<file path="config.mk">
export PLATFORM = sky130hd
export DESIGN_NAME = seq_fifo_ctrl
export DESIGN_NICKNAME = d
export VERILOG_FILES = /design/src/rtl/seq_ctrl_pkg.sv /design/src/rtl/sync_bit.sv /design/src/rtl/seq_fifo_ctrl.sv
export SDC_FILE = /design/constraint.sdc
export NUM_CORES = 1
export LEC_CHECK = 0
export CORE_UTILIZATION = 23
export DETAILED_ROUTE_END_ITERATION = 6
export HOLD_SLACK_MARGIN = 0.12
export PLACE_DENSITY_LB_ADDON = 0.08
export SLEW_MARGIN = 20
export SYNTH_ARGS = -nofsm -noshare
export SYNTH_HDL_FRONTEND = slang
export SYNTH_HIERARCHICAL = 1
export SYNTH_SLANG_ARGS = --single-unit
</file>
<file path="constraint.sdc">
create_clock -name clk -period 2.1 [get_ports clk]
set_input_delay 0.42 -clock clk [delete_from_list [all_inputs] [get_ports clk]]
set_output_delay 0.42 -clock clk [all_outputs]
set_load 0.02 [all_outputs]
</file>
<file path="src/rtl/seq_ctrl_pkg.sv">
// rtl/seq_ctrl_pkg.sv - shared state types and pointer helper for the sequential FIFO controller
package seq_ctrl_pkg;

   typedef enum logic [1:0] {L_WAIT_LOW, L_IDLE, L_ACK} left_state_t;
   typedef enum logic [1:0] {R_IDLE, R_REQ, R_WAIT} right_state_t;

   // Advance a storage pointer, wrapping from depth-1 back to 0 (depth need not be a power of 2)
   function automatic logic [31:0] ptr_inc(input logic [31:0] ptr, input logic [31:0] depth);
      return (ptr == depth - 32'd1) ? 32'd0 : ptr + 32'd1;
   endfunction

endpackage

</file>
<file path="src/rtl/sync_bit.sv">
// rtl/sync_bit.sv - STAGES-deep single-bit synchronizer, pass-through when STAGES is 0
module sync_bit #(
   parameter int STAGES = 2
) (
   input  logic clk,
   input  logic rst_n,
   input  logic d_i,
   output logic q_o
);

   if (STAGES == 0) begin : g_bypass
      logic unused_clk_rst;
      assign unused_clk_rst = clk ^ rst_n;
      assign q_o = d_i;
   end else begin : g_chain
      logic [STAGES-1:0] chain_q;

      // Shift the asynchronous input through the flop chain
      always_ff @(posedge clk or negedge rst_n) begin
         if (!rst_n) begin
            chain_q <= '0;
         end else begin
            chain_q[0] <= d_i;
            for (int i = 1; i < STAGES; i++) chain_q[i] <= chain_q[i-1];
         end
      end

      assign q_o = chain_q[STAGES-1];
   end

endmodule

</file>
<file path="src/rtl/seq_fifo_ctrl.sv">
// rtl/seq_fifo_ctrl.sv - DEPTH-entry elastic buffer with four-phase req/ack on both sides
module seq_fifo_ctrl
   import seq_ctrl_pkg::*;
#(
   parameter int WIDTH       = 8,
   parameter int DEPTH       = 4,
   parameter int SYNC_STAGES = 2
) (
   input  logic                       clk,
   input  logic                       reset,
   input  logic [WIDTH-1:0]           data_in,
   input  logic                       left_req_in,
   output logic                       left_ack_out,
   output logic [WIDTH-1:0]           data_out,
   output logic                       right_req_out,
   input  logic                       right_ack_in,
   input  logic                       flush,
   output logic [$clog2(DEPTH+1)-1:0] count
);

   localparam int PW = $clog2(DEPTH);
   localparam int CW = $clog2(DEPTH + 1);
   localparam int SW = (SYNC_STAGES > 0) ? $clog2(SYNC_STAGES + 1) : 1;
   localparam logic [CW-1:0] FULL    = CW'(DEPTH);
   localparam logic [SW-1:0] SETTLED = SW'(SYNC_STAGES);

   left_state_t      l_state_q;
   right_state_t     r_state_q;
   logic [WIDTH-1:0] mem_q [DEPTH];
   logic [PW-1:0]    wr_ptr_q, wr_ptr_d;
   logic [PW-1:0]    rd_ptr_q, rd_ptr_d;
   logic [CW-1:0]    count_q, count_d;
   logic [SW-1:0]    settle_q;
   logic             left_ack_q;
   logic             right_req_q;
   logic [WIDTH-1:0] data_out_q;
   logic             req_s, ack_s, ack_s_q;
   logic             accept, push, pop;

   sync_bit #(.STAGES(SYNC_STAGES)) u_sync_req (
      .clk(clk), .rst_n(reset), .d_i(left_req_in), .q_o(req_s)
   );

   sync_bit #(.STAGES(SYNC_STAGES)) u_sync_ack (
      .clk(clk), .rst_n(reset), .d_i(right_ack_in), .q_o(ack_s)
   );

   // A request accepted during flush is still acknowledged, but its word is dropped
   assign accept = (l_state_q == L_IDLE) && req_s && (count_q < FULL);
   assign push   = accept && !flush;
   assign pop    = (r_state_q == R_IDLE) && (count_q != '0) && !flush;

   // Next pointer and occupancy values; flush empties the storage
   always_comb begin
      wr_ptr_d = wr_ptr_q;
      rd_ptr_d = rd_ptr_q;
      count_d  = count_q;
      if (flush) begin
         wr_ptr_d = '0;
         rd_ptr_d = '0;
         count_d  = '0;
      end else begin
         if (push) wr_ptr_d = PW'(ptr_inc(32'(wr_ptr_q), 32'(DEPTH)));
         if (pop)  rd_ptr_d = PW'(ptr_inc(32'(rd_ptr_q), 32'(DEPTH)));
         if (push && !pop)      count_d = count_q + CW'(1);
         else if (pop && !push) count_d = count_q - CW'(1);
      end
   end

   // Pointer and occupancy registers
   always_ff @(posedge clk or negedge reset) begin
      if (!reset) begin
         wr_ptr_q <= '0;
         rd_ptr_q <= '0;
         count_q  <= '0;
         ack_s_q  <= 1'b0;
      end else begin
         wr_ptr_q <= wr_ptr_d;
         rd_ptr_q <= rd_ptr_d;
         count_q  <= count_d;
         ack_s_q  <= ack_s;
      end
   end

   // Storage write; contents are meaningless until pushed, so no reset
   always_ff @(posedge clk) begin
      if (push) mem_q[wr_ptr_q] <= data_in;
   end

   // Producer-side handshake; waits for the synchronizer to hold real samples before trusting req_s
   always_ff @(posedge clk or negedge reset) begin
      if (!reset) begin
         l_state_q  <= L_WAIT_LOW;
         left_ack_q <= 1'b0;
         settle_q   <= '0;
      end else begin
         if (settle_q != SETTLED) settle_q <= settle_q + SW'(1);
         case (l_state_q)
            L_WAIT_LOW: if (settle_q == SETTLED && !req_s) l_state_q <= L_IDLE;
            L_IDLE: if (accept) begin
               left_ack_q <= 1'b1;
               l_state_q  <= L_ACK;
            end
            L_ACK: if (!req_s) begin
               left_ack_q <= 1'b0;
               l_state_q  <= L_IDLE;
            end
            default: l_state_q <= L_WAIT_LOW;
         endcase
      end
   end

   // Consumer-side handshake; the output register holds the launched word until the next launch
   always_ff @(posedge clk or negedge reset) begin
      if (!reset) begin
         r_state_q   <= R_IDLE;
         right_req_q <= 1'b0;
         data_out_q  <= '0;
      end else begin
         case (r_state_q)
            R_IDLE: if (pop) begin
               data_out_q  <= mem_q[rd_ptr_q];
               right_req_q <= 1'b1;
               r_state_q   <= R_REQ;
            end
            R_REQ: if (ack_s) begin
               right_req_q <= 1'b0;
               r_state_q   <= R_WAIT;
            end
            R_WAIT: if (!ack_s) r_state_q <= R_IDLE;
            default: r_state_q <= R_IDLE;
         endcase
      end
   end

   a_no_spurious_ack: assert property (@(posedge clk) disable iff (!reset)
      !((r_state_q == R_IDLE) && ack_s && !ack_s_q));

   assign left_ack_out  = left_ack_q;
   assign right_req_out = right_req_q;
   assign data_out      = data_out_q;
   assign count         = count_q;

endmodule
</file>
# Yosys cells after proc, flatten, opt, wreduce, memory -nomap -nowiden

Memories as Yosys holds them, arrays and structs flattened. A register that Yosys moved wholly into a read port is not among the register bits.
Index checks and enable logic that the tools add are counted.

Output and inout port bits: 13
Word-level logic and storage cells: 82
Memories kept: 1
Bits in latches: 0
Flip-flop bits (word level): 19
Bits in writable memories: 32
Bits of input ports: 13
Bits in read-only memories: 0

Bitwise gates (word level): 0
Div/mod/pow operators: 0
Multiplexer cells: 25
Reduce and logical (&&, ||, !) cells: 26
Add/sub/neg operators: 5
Eq/ne operators: 14
Multipliers: 0
Shift-type cells: 0
$lt $le $gt $ge: 1

Memories:

| name  | words | width | rd ports | clocked after memory_dff | wr ports | line                | source |
|---|---|---|---|---|---|---|---|
| mem_q | 4     | 8     | 1        | 1                        | 1        | seq_fifo_ctrl.sv:29 | `logic [WIDTH-1:0] mem_q [DEPTH];` |

Operators by type and width:

| cell                | count |
|---|---|
| $mux 2              | 12 |
| $ne 2x2->1 const B  | 6 |
| $pmux 2 s3          | 2 |
| $reduce_and 3->1    | 4 |
| $eq 2x2->1 const B  | 5 |
| $mux 3              | 3 |
| $logic_and 1x1->1   | 8 |
| $reduce_bool 2->1   | 4 |
| $add 2x1->2 const B | 3 |
| $mux 1              | 6 |
| $reduce_bool 3->1   | 2 |
| $logic_not 1->1     | 5 |
| $eq 2x1->1 const B  | 2 |
| $logic_not 2->1     | 2 |
| $pmux 1 s2          | 2 |
| $add 3x1->3 const B | 1 |
| $lt 3x3->1 const B  | 1 |
| $sub 3x1->3 const B | 1 |
| $ne 2x1->1 const B  | 1 |
| $reduce_and 2->1    | 1 |

# Longest topological paths before layout

Word-level depth: 9
Depth in mapped cells: 7

# Hierarchy

Netlist, hierarchy kept.

By module, submodules not included:

| module        | area an instance (um^2) | instances | cells an instance |
|---|---|---|---|
| seq_fifo_ctrl | 2,288.4                 | 1         | 140 |
| sync_bit      | 50.0                    | 2         | 2 |

# Worst setup path before layout

OpenSTA, ideal clock, no wires.

Kind: register to register
Start: reg count_q[2], in the netlist count[2]
End: reg count_q[2], in the netlist count[2]
Arrival: 1.857 ns
Data required time: 2.018 ns
Path slack: 0.161 ns
Buffers on the path: 1
Stages on the path, launching flop included: 7
Cell sequence: dfrtp_1 nand4bb_1 buf_2 nor3_1 fa_1 or3_1 a31oi_1

Word-level cells in the longest chain between the ends: 7
Elaborated cells on any way between the ends: 16
Those cells by class: add/sub: 2; order compare: 1; mux: 3; reduce/logical: 10

RTL lines:

| element                                            | line                | source |
|---|---|---|
| from (decl)                                        | seq_fifo_ctrl.sv:32 | `logic [CW-1:0] count_q, count_d;` |
| from (signal assigned)                             | seq_fifo_ctrl.sv:80 | `count_q <= count_d;` |
| branches (longest 7 deep; another with $lt 3x3->1) | n/a                 |  |

Parallel ways; which one is timed is not known. The select of a mux whose other input is x is not followed.
A chain may end at the register's enable or synchronous reset.

# Worst setup path after layout

Ends and elaborated chain as after synthesis.

==> results.rst <==
.. list-table::
   :header-rows: 1

   * - Metric
     - Value
   * - Outcome
     - finished clean
   * - Starting density of the core
     - 0.241
   * - Sequential cell area fraction in the yosys report
     - 0.685
   * - Register-to-register setup slack
     - 0.16 ns
   * - Critical path class
     - register to register
   * - Remaining global-route overflow
     - 0
   * - Tcrit/Tclk final
     - 0.924
   * - Post-synthesis cell area
     - 2390 um^2
   * - Per-cell via count in the routed design
     - 4.05
   * - Syn nets
     - 163
   * - Post-synth EDFFs
     - 32
   * - Cell type contributing the most total cell area after synthesis
     - sky130_fd_sc_hd__edfxtp_1
   * - Number of placement rows
     - 36
   * - Arrival time of data at the critical path endpoint
     - 2.19 ns
   * - Synth Warn #
     - 6
   * - Iteration-0 DRC count of the detailed router
     - 30
   * - Sequential share of power
     - 0.404
   * - Type of destination of the critical path
     - register
   * - Chip height
     - 104 um
   * - Wire length of the first global-routing pass
     - 7780 um
   * - Unrepaired setup endpoints after global routing
     - false
   * - Part of the power in combinational logic
     - 0.306
   * - Placeable core area
     - 9910 um^2
   * - Footprint of the multi-input gates
     - 711 um^2
   * - Number of remaining DRC errors
     - 0
   * - Peak supply drop
     - 0.430 mV
   * - Kind of launch point of the worst setup path
     - register
   * - Sw frac
     - 0.293
   * - Max_cap viols
     - 0
   * - Bufs and invs on worst path
     - 0
   * - Post-route worst hold slack
     - 0.352 ns
   * - DPL Wire Length
     - 3240 um
   * - Mean post-synth cell area
     - 16.6 um^2
   * - Routed Antenna Nets
     - 0
   * - Maximum number of pins on one net before global-route repair
     - 28
   * - Area enclosed by the die boundary
     - 10800 um^2
   * - Overall routing resource usage
     - 0.0961
   * - Top metal layer carrying routed signals
     - met4
   * - Actual slew at the worst max-slew pin
     - 0.490 ns
   * - Vias in the first global route
     - 1500
   * - TritonCTS clock tree
     - yes
   * - Met1 Wirelength
     - 2060 um
   * - Sequential standard cell area
     - 1640 um^2
   * - Cell family with the largest share of critical-path delay
     - simple AND/OR/NAND/NOR gates
   * - Psw
     - 1.11 mW
   * - Filler cells
     - 991
   * - Most frequent cell on the critical path
     - sky130_fd_sc_hd__nor3_2
   * - Flip-flop and latch count after synthesis
     - 59
   * - Root Buffer
     - sky130_fd_sc_hd__clkbuf_8
   * - Slowest stage cell on the critical path
     - sky130_fd_sc_hd__dfrtp_1
   * - Final layout net count
     - 209
   * - Most common flop cell mapped by yosys
     - sky130_fd_sc_hd__edfxtp_1
   * - Area share of the leading cell type in the synthesized netlist
     - 0.402
   * - Number of clock sinks seen by CTS
     - 59
   * - Number of buffers inserted by hold repair at cts
     - 0
   * - Relative area change from synthesis to final layout
     - 31.8%
   * - # port buffers
     - 25
   * - Clk Latency, worst-skew pair
     - 0.33 ns
   * - Largest incremental delay on the critical path
     - 0.50 ns
   * - Met3 WL post-DR
     - 212 um
   * - Final critical delay including setup and external delays
     - 1.94 ns
   * - Gpl congestion
     - 0.757
   * - Clock share of power
     - 0.289
   * - Post-CTS sizing
     - 0
   * - Initial antenna violation count
     - 0
   * - Met2 wire len
     - 2280 um
   * - H-tree Lvls
     - 3
   * - Hold violation count in the final report
     - 0
   * - Tightest Hold Check Type
     - register to register
   * - Areal power density over the cells
     - 1200 nW/um^2
   * - Clk pin slew, worst setup/hold paths
     - 0.07 ns
   * - Slew Limit Fails
     - 0
   * - Number of distinct library cells after synthesis
     - 36
   * - Die boundary width
     - 104 um
   * - Pleak
     - 1.18 nW
   * - Dominant cells by area after synthesis
     - sky130_fd_sc_hd__edfxtp_1 40%, sky130_fd_sc_hd__dfrtp_1 28%, sky130_fd_sc_hd__mux4_2 7.5%, sky130_fd_sc_hd__mux2_2 3.8%, sky130_fd_sc_hd__ha_1 2.6%
   * - CP Cell Sequence
     - nor3_2 -> nor3_2 -> nor3_1 -> fa_1 -> or3_1 -> a31oi_1
   * - Crit path required time
     - 2.35 ns
   * - Routed len/inst
     - 14.1 um
   * - Setup violation total in the final timing report
     - 0
   * - Relative slew slack
     - 0.673
   * - Worst-case clock buffer depth
     - 2
   * - Number of diodes
     - 0
   * - Aggregate routed wire length
     - 4630 um
   * - Ys async rst share
     - 0.458
   * - Total via count after detailed routing
     - 1329
   * - Post-CTS setup buffer count
     - 0
   * - Fmax achieved
     - 0.515 GHz
   * - Largest driver fanout on the critical path
     - 9
   * - Synth Instances
     - 144
   * - Number of optimization iterations in the first detailed-route pass
     - 4
   * - Fraction of layout cells with a size suffix above 1
     - 0.256
   * - Top Ports
     - 26
   * - Internal Pwr Total
     - 2.67 mW
   * - Number of clock buffers inserted by TritonCTS
     - 9
   * - Final setup skew
     - 0.0105 ns
   * - Post-route setup TNS
     - 0 ns
-- flip-flops by register name (all words and copies together), names as in the netlist, 2 cells and up --
register,flops
mem_q,32
data_out,8
count,3
l_state_q,2
r_state_q,2
rd_ptr_q,2
settle_q,2
u_sync_ack/g_chain.chain_q,2
u_sync_req/g_chain.chain_q,2
wr_ptr_q,2
-- cells in the mapped netlist, types with 2 or more instances --
cell,instances
sky130_fd_sc_hd__or3_1,2
sky130_fd_sc_hd__a21oi_1,2
sky130_fd_sc_hd__buf_2,3
sky130_fd_sc_hd__nor3b_1,2
sky130_fd_sc_hd__nand2_1,4
sky130_fd_sc_hd__o21ai_0,3
sky130_fd_sc_hd__edfxtp_1,32
sky130_fd_sc_hd__nor3_2,2
sky130_fd_sc_hd__dfrtp_1,27
sky130_fd_sc_hd__xor2_1,3
sky130_fd_sc_hd__xnor2_1,2
sky130_fd_sc_hd__nor3_1,4
sky130_fd_sc_hd__mux2i_1,2
sky130_fd_sc_hd__inv_1,6
sky130_fd_sc_hd__nor2_1,7
sky130_fd_sc_hd__mux4_2,8
sky130_fd_sc_hd__ha_1,5
sky130_fd_sc_hd__and2_1,5
sky130_fd_sc_hd__mux2_2,8
-- layout make-up --
| cell class | instances | area share |
|---|---|---|
| well taps | 133 | 0.0529 |
| flip-flops and latches | 59 | 0.520 |
| repair buffers | 39 | 0.129 |
| clock buffers | 9 | 0.0393 |
| inverters | 6 | 0.00715 |
| multi-input cells | 75 | 0.226 |
| clock inverters | 7 | 0.0262 |
-- worst paths after layout --
kind | to | cells past startpoint | from
max in group asynchronous | left_ack_out | 2 | reset
hold / removal | u_sync_req/g_chain.chain_q[1] | 0 | u_sync_req/g_chain.chain_q[0]
min in group asynchronous | data_out[0] | 2 | reset
setup reg to reg | count[2] | 6 | count[2]
hold reg to reg | u_sync_req/g_chain.chain_q[1] | 0 | u_sync_req/g_chain.chain_q[0]
setup / recovery | count[2] | 6 | count[2]
-- metal layers --
| metal | vias to the layer above | global-route usage |
|---|---|---|
| met5 | - | 0 |
| met4 | 0 | 0.0490 |
| met3 | 5 | 0.0338 |
| met2 | 25 | 0.150 |
| met1 | 676 | 0.117 |
| li1 | 623 | - |
-- cells by family (layout without fill, tap and decap cells) --
logic type / Yosys count / in the layout / share of synthesized area
flops: 59 / 59 / 0.685
compound gates: 11 / 11 / 0.0288
fa+ha+maj: 6 / 6 / 0.0346
mux: 18 / 18 / 0.122
simple gates: 35 / 35 / 0.0943
buf+inv: 10 / 61 / 0.0173
xor+xnor: 5 / 5 / 0.0183
-- metrics by stage --
stage	setup WS, ns	cell area (um^2)	power (mW)	instances	util
2_1_floorplan	0.161	2390	2.22	144	-
3_3_place_gp	0.121	2940	2.70	312	0.297
3_5_place_dp	0.0864	2940	2.73	312	0.297
4_1_cts	0.150	3150	3.84	328	0.318
5_1_grt	0.0603	3150	3.98	328	0.318
6_report	0.159	3150	3.78	328	0.318
-- cells in the final DEF, fill, tap and decap left out, types with 3 or more instances in the layout --
cell / n
sky130_fd_sc_hd__nand2_1: 4
sky130_fd_sc_hd__buf_4: 10
sky130_fd_sc_hd__clkinv_2: 3
sky130_fd_sc_hd__mux4_2: 8
sky130_fd_sc_hd__and2_1: 5
sky130_fd_sc_hd__ha_1: 5
sky130_fd_sc_hd__buf_12: 4
sky130_fd_sc_hd__nor3_1: 4
sky130_fd_sc_hd__clkdlybuf4s50_1: 25
sky130_fd_sc_hd__xor2_1: 3
sky130_fd_sc_hd__nor2_1: 7
sky130_fd_sc_hd__mux2_2: 8
sky130_fd_sc_hd__dfrtp_1: 27
sky130_fd_sc_hd__o21ai_0: 3
sky130_fd_sc_hd__inv_1: 6
sky130_fd_sc_hd__clkbuf_8: 9
sky130_fd_sc_hd__edfxtp_1: 32
-- power groups by stage --
stage | Clock [mW] | Combinational, mW | Sequential, mW
after global routing | 1.16 | 1.27 | 1.56
after CTS | 1.13 | 1.18 | 1.53
after global placement | 0 | 1.15 | 1.55
final | 1.09 | 1.16 | 1.53
after detailed placement | 0 | 1.17 | 1.56
after floorplan | 0 | 0.555 | 1.67
(Power assumes the default switching activity.)
